### src/rtl/pipe_stage_hs_if.sv
// EX->MEM handshake bundle for pipe_stage_hs: input beat, output entry, flush, perf counters.
// master = EX/MEM environment side, slave = the pipeline stage.
interface pipe_stage_hs_if #(
    parameter int unsigned N     = 32,
    parameter int unsigned AW    = 4,
    parameter int unsigned CNT_W = 16
) ();
    logic             flush_i;
    logic             in_valid_i;
    logic             in_ready_o;
    logic [N-1:0]     rd2_i;
    logic [N-1:0]     alu_i;
    logic [AW-1:0]    a3_i;
    logic             rf_we_i;
    logic             mem_we_i;
    logic             wb_sel_i;
    logic             out_valid_o;
    logic             out_ready_i;
    logic [N-1:0]     rd2_o;
    logic [N-1:0]     alu_o;
    logic [AW-1:0]    a3_o;
    logic             rf_we_o;
    logic             mem_we_o;
    logic             wb_sel_o;
    logic             fwd_hit_o;
    logic [CNT_W-1:0] stall_cnt_o;
    logic [CNT_W-1:0] bubble_cnt_o;

    modport master (
        output flush_i, in_valid_i, rd2_i, alu_i, a3_i, rf_we_i, mem_we_i, wb_sel_i,
               out_ready_i,
        input  in_ready_o, out_valid_o, rd2_o, alu_o, a3_o, rf_we_o, mem_we_o,
               wb_sel_o, fwd_hit_o, stall_cnt_o, bubble_cnt_o
    );

    modport slave (
        input  flush_i, in_valid_i, rd2_i, alu_i, a3_i, rf_we_i, mem_we_i, wb_sel_i,
               out_ready_i,
        output in_ready_o, out_valid_o, rd2_o, alu_o, a3_o, rf_we_o, mem_we_o,
               wb_sel_o, fwd_hit_o, stall_cnt_o, bubble_cnt_o
    );
endinterface

### src/rtl/pipe_stage_hs.sv
// EX->MEM pipeline stage: valid/ready handshake, 2-entry skid buffer, flush, forwarding tap.
// Optional PIPE_PERF_CNT_EN builds saturating stall/bubble counters; otherwise they read 0.
module pipe_stage_hs #(
    parameter int unsigned N     = 32,
    parameter int unsigned AW    = 4,
    parameter int unsigned CNT_W = 16
) (
    input  logic CLK,
    input  logic RST,
    pipe_stage_hs_if.slave bus
);
    typedef struct packed {
        logic [N-1:0]  rd2;
        logic [N-1:0]  alu;
        logic [AW-1:0] a3;
        logic          rf_we;
        logic          mem_we;
        logic          wb_sel;
    } payload_t;

    typedef enum logic [1:0] {S_EMPTY, S_ONE, S_TWO} state_t;

    state_t   state_q, state_d;
    payload_t main_q, main_d;
    payload_t skid_q, skid_d;
    payload_t in_pl;
    logic     out_valid_q, out_valid_d;
    logic     in_ready_q, in_ready_d;
    logic     rf_we_out_q, rf_we_out_d;
    logic     mem_we_out_q, mem_we_out_d;
    logic     fwd_hit_q, fwd_hit_d;
    logic     accept, pop;

    // Next state, entry loads and registered output values.
    always_comb begin
        state_d = state_q;
        main_d  = main_q;
        skid_d  = skid_q;
        in_pl   = '{rd2: bus.rd2_i, alu: bus.alu_i, a3: bus.a3_i, rf_we: bus.rf_we_i,
                    mem_we: bus.mem_we_i, wb_sel: bus.wb_sel_i};
        accept  = bus.in_valid_i & in_ready_q & ~bus.flush_i;
        pop     = out_valid_q & bus.out_ready_i;

        case (state_q)
            S_EMPTY: begin
                if (accept) begin
                    state_d = S_ONE;
                    main_d  = in_pl;
                end
            end
            S_ONE: begin
                if (accept && pop) begin
                    main_d = in_pl;
                end else if (accept) begin
                    state_d = S_TWO;
                    skid_d  = in_pl;
                end else if (pop) begin
                    state_d = S_EMPTY;
                end
            end
            S_TWO: begin
                if (pop) begin
                    state_d = S_ONE;
                    main_d  = skid_q;
                end
            end
            default: state_d = S_EMPTY;
        endcase

        // Flush kills both entries; payload regs simply hold their stale contents.
        if (bus.flush_i) begin
            state_d = S_EMPTY;
            main_d  = main_q;
            skid_d  = skid_q;
        end

        out_valid_d  = (state_d != S_EMPTY);
        in_ready_d   = (state_d != S_TWO);
        rf_we_out_d  = out_valid_d & main_d.rf_we;
        mem_we_out_d = out_valid_d & main_d.mem_we;
        fwd_hit_d    = out_valid_d & main_d.rf_we & (main_d.a3 != '0);
    end

    // State, entries and output flops.
    always_ff @(posedge CLK) begin
        if (RST) begin
            state_q      <= S_EMPTY;
            main_q       <= '0;
            skid_q       <= '0;
            out_valid_q  <= 1'b0;
            in_ready_q   <= 1'b1;
            rf_we_out_q  <= 1'b0;
            mem_we_out_q <= 1'b0;
            fwd_hit_q    <= 1'b0;
        end else begin
            state_q      <= state_d;
            main_q       <= main_d;
            skid_q       <= skid_d;
            out_valid_q  <= out_valid_d;
            in_ready_q   <= in_ready_d;
            rf_we_out_q  <= rf_we_out_d;
            mem_we_out_q <= mem_we_out_d;
            fwd_hit_q    <= fwd_hit_d;
        end
    end

    assign bus.in_ready_o  = in_ready_q;
    assign bus.out_valid_o = out_valid_q;
    assign bus.rd2_o       = main_q.rd2;
    assign bus.alu_o       = main_q.alu;
    assign bus.a3_o        = main_q.a3;
    assign bus.wb_sel_o    = main_q.wb_sel;
    assign bus.rf_we_o     = rf_we_out_q;
    assign bus.mem_we_o    = mem_we_out_q;
    assign bus.fwd_hit_o   = fwd_hit_q;

`ifdef PIPE_PERF_CNT_EN
    logic [CNT_W-1:0] stall_q;
    logic [CNT_W-1:0] bubble_q;

    // Saturating perf counters; flush does not touch them.
    always_ff @(posedge CLK) begin
        if (RST) begin
            stall_q  <= '0;
            bubble_q <= '0;
        end else begin
            if (out_valid_q && !bus.out_ready_i && !(&stall_q)) begin
                stall_q <= stall_q + CNT_W'(1);
            end
            if (!out_valid_q && !(&bubble_q)) begin
                bubble_q <= bubble_q + CNT_W'(1);
            end
        end
    end

    assign bus.stall_cnt_o  = stall_q;
    assign bus.bubble_cnt_o = bubble_q;
`else
    assign bus.stall_cnt_o  = CNT_W'(0);
    assign bus.bubble_cnt_o = CNT_W'(0);
`endif
endmodule
### src/flat_wrapper.sv
// flat-port wrapper written by rule: the top's interface ports become plain ports
module pipe_stage_hs_flat 
#(
    parameter int unsigned N     = 32,
    parameter int unsigned AW    = 4,
    parameter int unsigned CNT_W = 16
)
  (CLK, RST, bus_flush_i, bus_in_valid_i, bus_rd2_i, bus_alu_i, bus_a3_i, bus_rf_we_i, bus_mem_we_i, bus_wb_sel_i, bus_out_ready_i, bus_in_ready_o, bus_out_valid_o, bus_rd2_o, bus_alu_o, bus_a3_o, bus_rf_we_o, bus_mem_we_o, bus_wb_sel_o, bus_fwd_hit_o, bus_stall_cnt_o, bus_bubble_cnt_o);
  pipe_stage_hs_if #(.N(N), .AW(AW), .CNT_W(CNT_W)) bus_i ();
  input  logic CLK;
  input  logic RST;
  input wire logic [$bits(bus_i.flush_i)-1:0] bus_flush_i;
  input wire logic [$bits(bus_i.in_valid_i)-1:0] bus_in_valid_i;
  input wire logic [$bits(bus_i.rd2_i)-1:0] bus_rd2_i;
  input wire logic [$bits(bus_i.alu_i)-1:0] bus_alu_i;
  input wire logic [$bits(bus_i.a3_i)-1:0] bus_a3_i;
  input wire logic [$bits(bus_i.rf_we_i)-1:0] bus_rf_we_i;
  input wire logic [$bits(bus_i.mem_we_i)-1:0] bus_mem_we_i;
  input wire logic [$bits(bus_i.wb_sel_i)-1:0] bus_wb_sel_i;
  input wire logic [$bits(bus_i.out_ready_i)-1:0] bus_out_ready_i;
  output wire logic [$bits(bus_i.in_ready_o)-1:0] bus_in_ready_o;
  output wire logic [$bits(bus_i.out_valid_o)-1:0] bus_out_valid_o;
  output wire logic [$bits(bus_i.rd2_o)-1:0] bus_rd2_o;
  output wire logic [$bits(bus_i.alu_o)-1:0] bus_alu_o;
  output wire logic [$bits(bus_i.a3_o)-1:0] bus_a3_o;
  output wire logic [$bits(bus_i.rf_we_o)-1:0] bus_rf_we_o;
  output wire logic [$bits(bus_i.mem_we_o)-1:0] bus_mem_we_o;
  output wire logic [$bits(bus_i.wb_sel_o)-1:0] bus_wb_sel_o;
  output wire logic [$bits(bus_i.fwd_hit_o)-1:0] bus_fwd_hit_o;
  output wire logic [$bits(bus_i.stall_cnt_o)-1:0] bus_stall_cnt_o;
  output wire logic [$bits(bus_i.bubble_cnt_o)-1:0] bus_bubble_cnt_o;
  assign bus_i.flush_i = bus_flush_i;
  assign bus_i.in_valid_i = bus_in_valid_i;
  assign bus_i.rd2_i = bus_rd2_i;
  assign bus_i.alu_i = bus_alu_i;
  assign bus_i.a3_i = bus_a3_i;
  assign bus_i.rf_we_i = bus_rf_we_i;
  assign bus_i.mem_we_i = bus_mem_we_i;
  assign bus_i.wb_sel_i = bus_wb_sel_i;
  assign bus_i.out_ready_i = bus_out_ready_i;
  assign bus_in_ready_o = bus_i.in_ready_o;
  assign bus_out_valid_o = bus_i.out_valid_o;
  assign bus_rd2_o = bus_i.rd2_o;
  assign bus_alu_o = bus_i.alu_o;
  assign bus_a3_o = bus_i.a3_o;
  assign bus_rf_we_o = bus_i.rf_we_o;
  assign bus_mem_we_o = bus_i.mem_we_o;
  assign bus_wb_sel_o = bus_i.wb_sel_o;
  assign bus_fwd_hit_o = bus_i.fwd_hit_o;
  assign bus_stall_cnt_o = bus_i.stall_cnt_o;
  assign bus_bubble_cnt_o = bus_i.bubble_cnt_o;
  pipe_stage_hs #(.N(N), .AW(AW), .CNT_W(CNT_W)) u_core (.CLK(CLK), .RST(RST), .bus(bus_i));
endmodule
### config.mk
export PLATFORM = sky130hd
export DESIGN_NAME = pipe_stage_hs_flat
export DESIGN_NICKNAME = d
export VERILOG_FILES = /design/src/rtl/pipe_stage_hs_if.sv /design/src/rtl/pipe_stage_hs.sv /design/src/flat_wrapper.sv
export SDC_FILE = /design/constraint.sdc
export NUM_CORES = 1
export LEC_CHECK = 0
export CORE_MARGIN = 3
export CORE_UTILIZATION = 47
export DETAILED_ROUTE_END_ITERATION = 12
export PLACE_DENSITY = 0.79
export SETUP_SLACK_MARGIN = 0.5
export SLEW_MARGIN = 20
export SYNTH_ARGS = -nofsm -noshare
export SYNTH_HDL_FRONTEND = slang
export SYNTH_SLANG_ARGS = --single-unit
### constraint.sdc
create_clock -name CLK -period 1.99 [get_ports CLK]
set_clock_uncertainty 0.2 [all_clocks]
set_input_delay 0.2985 -clock CLK [delete_from_list [all_inputs] [get_ports CLK]]
set_output_delay 0.2985 -clock CLK [all_outputs]
set_load 0.05 [all_outputs]
; ---- Yosys cells after proc, flatten, opt, wreduce, memory -nomap -nowiden
; Cells that the tools add are included.
[classes]
eq_ne = 6
muxes = 12
bitwise_logic = 8
n_reduce_logical = 7
[op_table]
columns = operator, count
row1 = 71-bit 2-to-1 mux, 3
row2 = 71-bit one-hot mux with 3 select lines, 1
row3 = 2-bit 2-to-1 mux, 6
row4 = 7-bit 2-to-1 mux, 1
row5 = 1-bit bitwise AND, 6
row6 = 2-bit by 1-bit != test with 1-bit output (second input constant), 3
row7 = 2-bit one-hot mux with 3 select lines, 1
row8 = 5-bit AND reduction, 1
row9 = 4-bit AND reduction, 1
row10 = 4-bit nonzero test, 1
row11 = 3-bit nonzero test, 1
row12 = 2-bit by 1-bit equality test with 1-bit output (second input constant), 1
row13 = 2-bit equality test (second input constant), 1
row14 = 2-bit logical NOT, 1
row15 = 2-bit != test (second input constant), 1
row16 = 1-bit inverter, 2
row17 = 2-bit nonzero test, 1
row18 = 1-bit logical AND, 1
[word_totals]
reg_bits = 149
output_inout_bits = 106

; ---- Logic depth before layout (Yosys ltp)
; Gate-level depths: netlist of the first run.
[logic_depth]
word_depth = 9
ltp_mapped = 7

; ---- Worst setup path before layout of the first run
; OpenSTA, ideal clock, no wires.
[synth_path]
path_type = reg-to-reg
startpoint = register u_core.in_ready_q (netlist: u_core.bus.in_ready_o)
endpoint = register u_core.main_q, in the netlist u_core.bus.rd2_o[13]
setup_time_ns = 0.071
arrival_time_ns = 1.758
t_required_ns = 1.719
setup_slack_ns = -0.038
path_stages_with_launch = 8
path_buffers = 3
synth_period_minus_slack_ns = 2.028
cell_sequence = dfxtp_1 > and3b_1 > and3_1 > buf_2 > buf_2 > buf_2 > a22oi_1 > a21oi_1
[synth_via]
elab_chain_len = 5
word_cells_on_any_way = 6
[synth_lines]
columns = item, line
row1 = "start, declared", pipe_stage_hs.sv:28  ; logic in_ready_q, in_ready_d;
row2 = "start signal, assigned", pipe_stage_hs.sv:100  ; in_ready_q <= in_ready_d;
row3 = 1-bit bitwise AND (*) (2 in series), pipe_stage_hs.sv:41  ; accept = bus.in_valid_i & in_ready_q & ~bus.flush_i;
row4 = 1-bit logical AND, pipe_stage_hs.sv:52  ; if (accept && pop) begin
row5 = 2-bit by 1-bit != test with 1-bit output (no source line), -
row6 = 5-bit AND reduction (no source line) (*), -
row7 = "end signal, assigned", pipe_stage_hs.sv:97  ; main_q <= main_d;
row8 = "end, declared", pipe_stage_hs.sv:24  ; payload_t main_q, main_d;
; Mark *: on every way between the ends. The rest lies on a longest branch, timed or not.
; A chain may end at the register's enable or synchronous reset.

; ---- Worst setup path after layout of the first run
[layout_path]
startpoint = register u_core.in_ready_q (netlist: u_core.bus.in_ready_o)
endpoint = register u_core.skid_q[43] in the netlist's numbering
[layout_via]
elab_chain_len = 5
[layout_lines]
columns = item, line
row1 = 1-bit bitwise AND (*) (2 in series), pipe_stage_hs.sv:41
row2 = 1-bit logical AND, pipe_stage_hs.sv:52
row3 = 1-bit inverter (no source line), -
row4 = 4-bit AND reduction (no source line) (*), -
row5 = "end signal, assigned", pipe_stage_hs.sv:98  ; skid_q <= skid_d;
row6 = "end, declared", pipe_stage_hs.sv:25  ; payload_t skid_q, skid_d;
; Marked as above.

==> results of run 1 <==
==> area by class of cell <==
type,instances,share of cell area (%)
sequential,149,35.4
timing repair buffer,196,24.9
tap,172,2.52
multi-input combinational,483,30.1
clock inverter,9,0.836
clock buffer,23,5.97
inverter,5,0.220
==> registers in the layout (all words and copies together) (netlist names) <==
name / cells
u_core.bus.a3_o: 4
u_core.bus.alu_o: 32
u_core.bus.fwd_hit_o: 1
u_core.bus.in_ready_o: 1
u_core.bus.mem_we_o: 1
u_core.bus.out_valid_o: 1
u_core.bus.rd2_o: 32
u_core.bus.rf_we_o: 1
u_core.bus.wb_sel_o: 1
u_core.main_q: 2
u_core.skid_q: 71
u_core.state_q: 2
==> worst max-delay path by stage <==
stage                                            startpoint                                end  slack, ns
after floorplan           u_core.bus.out_valid_o$_SDFF_PP0_  u_core.bus.alu_o[10]$_SDFFE_PP0P_       0.27
final                      u_core.bus.in_ready_o$_SDFF_PP1_     u_core.skid_q[43]$_SDFFE_PP0P_       0.18
after detailed placement                    bus_out_ready_i  u_core.bus.alu_o[11]$_SDFFE_PP0P_      -0.23
after CTS                 u_core.bus.out_valid_o$_SDFF_PP0_    u_core.bus.fwd_hit_o$_SDFF_PP0_       0.22
after global routing           u_core.state_q[0]$_SDFF_PP0_  u_core.bus.rd2_o[10]$_SDFFE_PP0P_       0.11
after global placement                          bus_flush_i    u_core.bus.fwd_hit_o$_SDFF_PP0_      -0.18
==> critical path: stages (launching register included) <==
cell and delay [ns]:
dfxtp_4 0.34, and3b_2 0.25, nand2_2 0.10, nor3b_4 0.26
buf_6 0.22, clkbuf_16 0.18, nand2_1 0.06, a21oi_1 0.12
==> layout by cell type, fill, tap and decap left out, types with 7 or more instances in the layout <==
| master | count |
|---|---|
| nand2_1 | 203 |
| a21oi_1 | 129 |
| dfxtp_1 | 128 |
| clkdlybuf4s50_1 | 71 |
| a22oi_1 | 65 |
| buf_4 | 52 |
| buf_6 | 48 |
| conb_1 | 32 |
| clkbuf_16 | 21 |
| dfxtp_2 | 17 |
| buf_12 | 15 |
| nor2_1 | 10 |
| a21oi_2 | 8 |
| clkinv_2 | 7 |
==> power groups by stage <==
stage	Sequential, uW	Combinational, uW	Clock (uW)
3_5_place_dp	3170	975	0
2_1_floorplan	3170	732	0
5_1_grt	3130	1130	3330
6_report	3120	1070	3120
4_1_cts	3110	1020	3180
3_3_place_gp	3170	971	0
==> synthesized netlist by cell type (2+ instances only) <==
library cell / n
nor2_1: 11
nand2_1: 211
a22o_1: 4
inv_1: 5
buf_4: 106
a22oi_1: 66
clkbuf_1: 30
a21oi_1: 141
dfxtp_1: 149
a2bb2oi_1: 2
buf_2: 18
==> through the flow <==
| step | instances | area, um^2 | setup TNS, ns |
|---|---|---|---|
| after floorplan | 791 | 6500 | 0 |
| after global placement | 988 | 7440 | -16.79 |
| after detailed placement | 988 | 7440 | -21.50 |
| after CTS | 1033 | 8140 | 0 |
| after global routing | 1037 | 8530 | 0 |
| final | 1037 | 8530 | 0 |
==> routing by layer <==
layer | track usage (%) | part of all wire, %
met5 | 0 | 0
met4 | 7.22 | 1.2
met3 | 5.83 | 6.4
met2 | 33.7 | 50
met1 | 26.8 | 43
==> timing repair <==
action | CTS | global route
gates cloned | 2 | 3
endpoints found under the setup margin | 207 | 190
buffers inserted | 10 | 1
gates resized for setup | 362 | 92
hold buffers | 1 | 0
hold endpoints to repair | 1 | 0
pin swaps | 29 | 14
==> logic make-up after synthesis <==
logic type	share of synthesized area (%)
compound gates	21.2
buf+inv	16.3
flops	47.9
other cells	0.0603
simple gates	14.5
==> results.json, run 1 <==
{
  "antenna_found_initial": 0,
  "dp_slack_ns": -0.233,
  "worst_pin_slew_ns": 0.634,
  "hold_violations": 0,
  "clkPwrFrac_pct": 42.6,
  "syn-mean-instance-area_um2": 8.19,
  "ys_seq_area_share_pct": 47.9,
  "multi_input_area_mm2": 0.00257,
  "io_pins": 182,
  "coreArea_mm2": 0.0128,
  "start_util_pct": 48.7,
  "path_max_fanout": 11,
  "fill_cells": 1042,
  "whs_path_depth": 3,
  "grt_max_degree": 143,
  "drive_above_1_share_pct": 24.3,
  "synth_top_area_share_pct": 47.9,
  "vdd_drop_max_mv": 0.684,
  "fin_crit_ns": 1.81,
  "cp_data_required_time_ns": 2.13,
  "slew_headroom_pct": 57.7,
  "die-area_mm2": 0.0147,
  "utilization_pct": 66.8,
  "async_flop_share_pct": 0,
  "syn_area_mm2": 0.00622,
  "wl_mm": 15.9,
  "numCtsBuffers": 17,
  "powerDensity_mw_per_mm2": 858,
  "first_pass_iters": 5,
  "power_uw": 7320,
  "die_y_um": 121,
  "grt_pass1_wl_mm": 24.4,
  "setup.worst_path.class": "reg2reg",
  "via_per_inst": 5.13,
  "slew_viol_final": 0,
  "hold_class": "in2reg",
  "drt_iter0_drc": 426,
  "vias": 5320,
  "htree_levels": 4,
  "rsz0062_at_grt": "true",
  "synth-edff-count": 0,
  "critical_path_arrival_ns": 1.95,
  "outcome": "finished clean",
  "cp-end-kind": "register",
  "place_congestion": 0.770,
  "rows": 41,
  "hp-start": "bus_out_ready_i",
  "holdPathEnd": "u_core.bus.in_ready_o$_SDFF_PP1_",
  "fin_nets": 928,
  "cts_tree": "yes",
  "area_growth_pct": 37.0,
  "antenna_cells": 0,
  "postRouteAntennaNets": 0,
  "drv_cap": 0,
  "p_sw_uw": 1920,
  "p_int_uw": 5390,
  "synthCells": 760,
  "r2r_start": "u_core.bus.in_ready_o$_SDFF_PP1_",
  "finalSetupViolCount": 0,
  "power_leakage_uw": 0.00323,
  "drc": 0,
  "root_buffer": "clkbuf_16",
  "combPwrFrac_pct": 14.7,
  "wl_per_cell_um": 15.3,
  "cts_sinks": 149,
  "dp_hpwl_mm": 9.69,
  "die_w_um": 121,
  "fin_crit_sh_pct": 90.9,
  "seq_area_mm2": 0.00302,
  "yosys_register_bits": 149,
  "path_clk_slew_ns": 0.06,
  "cp-start-kind": "register",
  "grt_use_total_pct": 20.8,
  "clk_latency_ns": 0.42,
  "finalWorstSetupSlack_ns": 0.181,
  "yosys-top-cells-area": "dfxtp_1, buf_4, nand2_1",
  "fin_hold_ws_ns": 0.224,
  "synth_top_area_cell": "dfxtp_1",
  "ys_types": 28,
  "max_freq_mhz": 553,
  "overflow": 0,
  "p_seq_share_pct": 42.7,
  "worstReg2RegEnd": "u_core.skid_q[43]$_SDFFE_PP0P_",
  "ctsLongestPathBuffers": 2,
  "r2r_slack_ns": 0.18,
  "r2r_cells": 7,
  "switching_share_pct": 26.3,
  "grt_pass1_vias": 4954,
  "synthFlopType": "dfxtp_1",
  "ys_warn_count": 0,
  "portBuffers": 149
}
(Power assumes the default switching activity.)
==> run 2: changes to the inputs <==
--- a/config.mk
+++ b/config.mk
@@ -6,9 +6,8 @@
 export NUM_CORES = 1
 export LEC_CHECK = 0
 export CORE_MARGIN = 3
-export CORE_UTILIZATION = 47
+export CORE_UTILIZATION = 35
 export DETAILED_ROUTE_END_ITERATION = 12
-export PLACE_DENSITY = 0.79
 export SETUP_SLACK_MARGIN = 0.5
 export SLEW_MARGIN = 20
 export SYNTH_ARGS = -nofsm -noshare
==> results.json, run 2 (synthesis gave the netlist of run 1 again) <==
{
  "rows": 48,
  "path_max_fanout": 4,
  "area_growth_pct": 39.5,
  "worstPathCellList": "buf_6, clkinvlp_4, a32oi_4, buf_6, a2bb2oi_2, or2_1, a41oi_2",
  "slew_viol_final": 0,
  "ctsLongestPathBuffers": 2,
  "die-area_mm2": 0.0194,
  "start_util_pct": 35.9,
  "antenna_found_initial": 0,
  "setup.worst_path.class": "reg2reg",
  "fill_cells": 1685,
  "overflow": 0,
  "drv_cap": 0,
  "drc": 0,
  "numCtsBuffers": 17,
  "root_buffer": "clkbuf_16",
  "cp_data_required_time_ns": 2.12,
  "grt_max_degree": 96,
  "max_freq_mhz": 561,
  "antenna_cells": 0,
  "wl_mm": 17.0,
  "grt_pass1_wl_mm": 25.5,
  "seq_area_mm2": 0.00301,
  "fin_nets": 931,
  "drive_above_1_share_pct": 25.0,
  "finalSetupViolCount": 0,
  "setup_tns_ns": 0,
  "drt_iter0_drc": 284,
  "fin_crit_ns": 1.78,
  "rsz0062_at_grt": "true",
  "worst_pin_slew_ns": 0.595,
  "coreArea_mm2": 0.0174,
  "finalWorstSetupSlack_ns": 0.207,
  "wl_per_cell_um": 15.6,
  "fin_crit_sh_pct": 89.6,
  "largest_reg_flops": 71,
  "cpMostUsedCell": "buf_6",
  "htree_levels": 4,
  "powerDensity_mw_per_mm2": 856,
  "slew_headroom_pct": 60.4,
  "critical_path_arrival_ns": 1.91,
  "place_congestion": 0.788,
  "grt_use_total_pct": 16.1,
  "outcome": "finished clean",
  "slowest_stage": "dfxtp_2",
  "die_w_um": 139,
  "hold_class": "in2reg",
  "portBuffers": 149,
  "clk_latency_ns": 0.41,
  "via_per_inst": 4.80,
  "vias": 5237,
  "hold_violations": 0,
  "clkPwrFrac_pct": 43.6,
  "dp_slack_ns": -0.366,
  "dp_hpwl_mm": 10.4,
  "regMostFlops": "u_core.skid_q",
  "cp-start-kind": "register",
  "p_sw_uw": 1920,
  "cts_tree": "yes",
  "vdd_drop_max_mv": 0.603,
  "combPwrFrac_pct": 14.4,
  "fin_hold_ws_ns": 0.0346,
  "switching_share_pct": 25.9,
  "cp-end-kind": "register",
  "postRouteAntennaNets": 0,
  "power_uw": 7430,
  "first_pass_iters": 5,
  "p_seq_share_pct": 42.0,
  "layout_commonest_cell": "nand2_1",
  "power_leakage_uw": 0.00329,
  "path_clk_slew_ns": 0.06,
  "p_int_uw": 5510,
  "die_y_um": 139,
  "utilization_pct": 50.0,
  "cpPeakStageDelay_ns": 0.36,
  "final_cell_mix": "nand2_1, dfxtp_1, a21oi_1, clkdlybuf4s50_1, a22oi_1",
  "io_pins": 182,
  "grt_pass1_vias": 4853,
  "multi_input_area_mm2": 0.00257,
  "cts_sinks": 149
}
## run 2: metal layers
metal	vias up	share of wire, %	GRT usage, %
li1	2619	-	-
met1	2483	46	21.3
met2	130	49	26.3
met3	5	5.1	4.36
met4	0	0.72	4.17
met5	-	0	0
## run 2: area by class of cell
class                      count  area share (%)
timing repair buffer         198            25.3
clock buffer                  22            5.82
sequential                   149            34.7
tap                          225            3.24
multi-input combinational    484            29.6
inverter                       5           0.259
clock inverter                 7            1.10
## run 2: power by group through the flow
stage | logic [uW] | clock network, uW | registers, uW
final | 1070 | 3240 | 3120
after global routing | 1130 | 3460 | 3130
after CTS | 996 | 3320 | 3110
after detailed placement | 977 | 0 | 3170
after global placement | 974 | 0 | 3170
after floorplan | 732 | 0 | 3170
## run 2: final timing paths
check	from	endpoint	slack, ns	depth (start not counted)
min reg2reg	u_core.skid_q[35]$_SDFFE_PP0P_	u_core.skid_q[35]$_SDFFE_PP0P_	0.25	2
max	u_core.state_q[1]$_SDFF_PP0_	u_core.bus.fwd_hit_o$_SDFF_PP0_	0.21	7
min	RST	u_core.bus.in_ready_o$_SDFF_PP1_	0.03	3
max reg2reg	u_core.state_q[1]$_SDFF_PP0_	u_core.bus.fwd_hit_o$_SDFF_PP0_	0.21	7
## run 2: worst max-delay path: cells and delay by family (launching register included)
kind | cells | cell delay [ns]
AO/OA/AOI/OAI | 3 | 0.52
buffers and inverters | 3 | 0.40
flip-flops | 1 | 0.36
AND/OR/NAND/NOR | 1 | 0.24
## run 2: per-stage QoR
stage / std cells / cell area [um^2]
2_1_floorplan: 791 / 6500
3_3_place_gp: 1038 / 7430
3_5_place_dp: 1038 / 7430
4_1_cts: 1074 / 8070
5_1_grt: 1090 / 8680
6_report: 1090 / 8680
## run 2: what timing repair did
item / in CTS / in global routing
hold buffers: 0 / 0
cloned: 1 / 9
setup buffers: 6 / 7
setup endpoints to repair: 201 / 184
pin swaps: 7 / 22
hold endpoints to repair: 0 / 0
gates resized for setup: 313 / 113
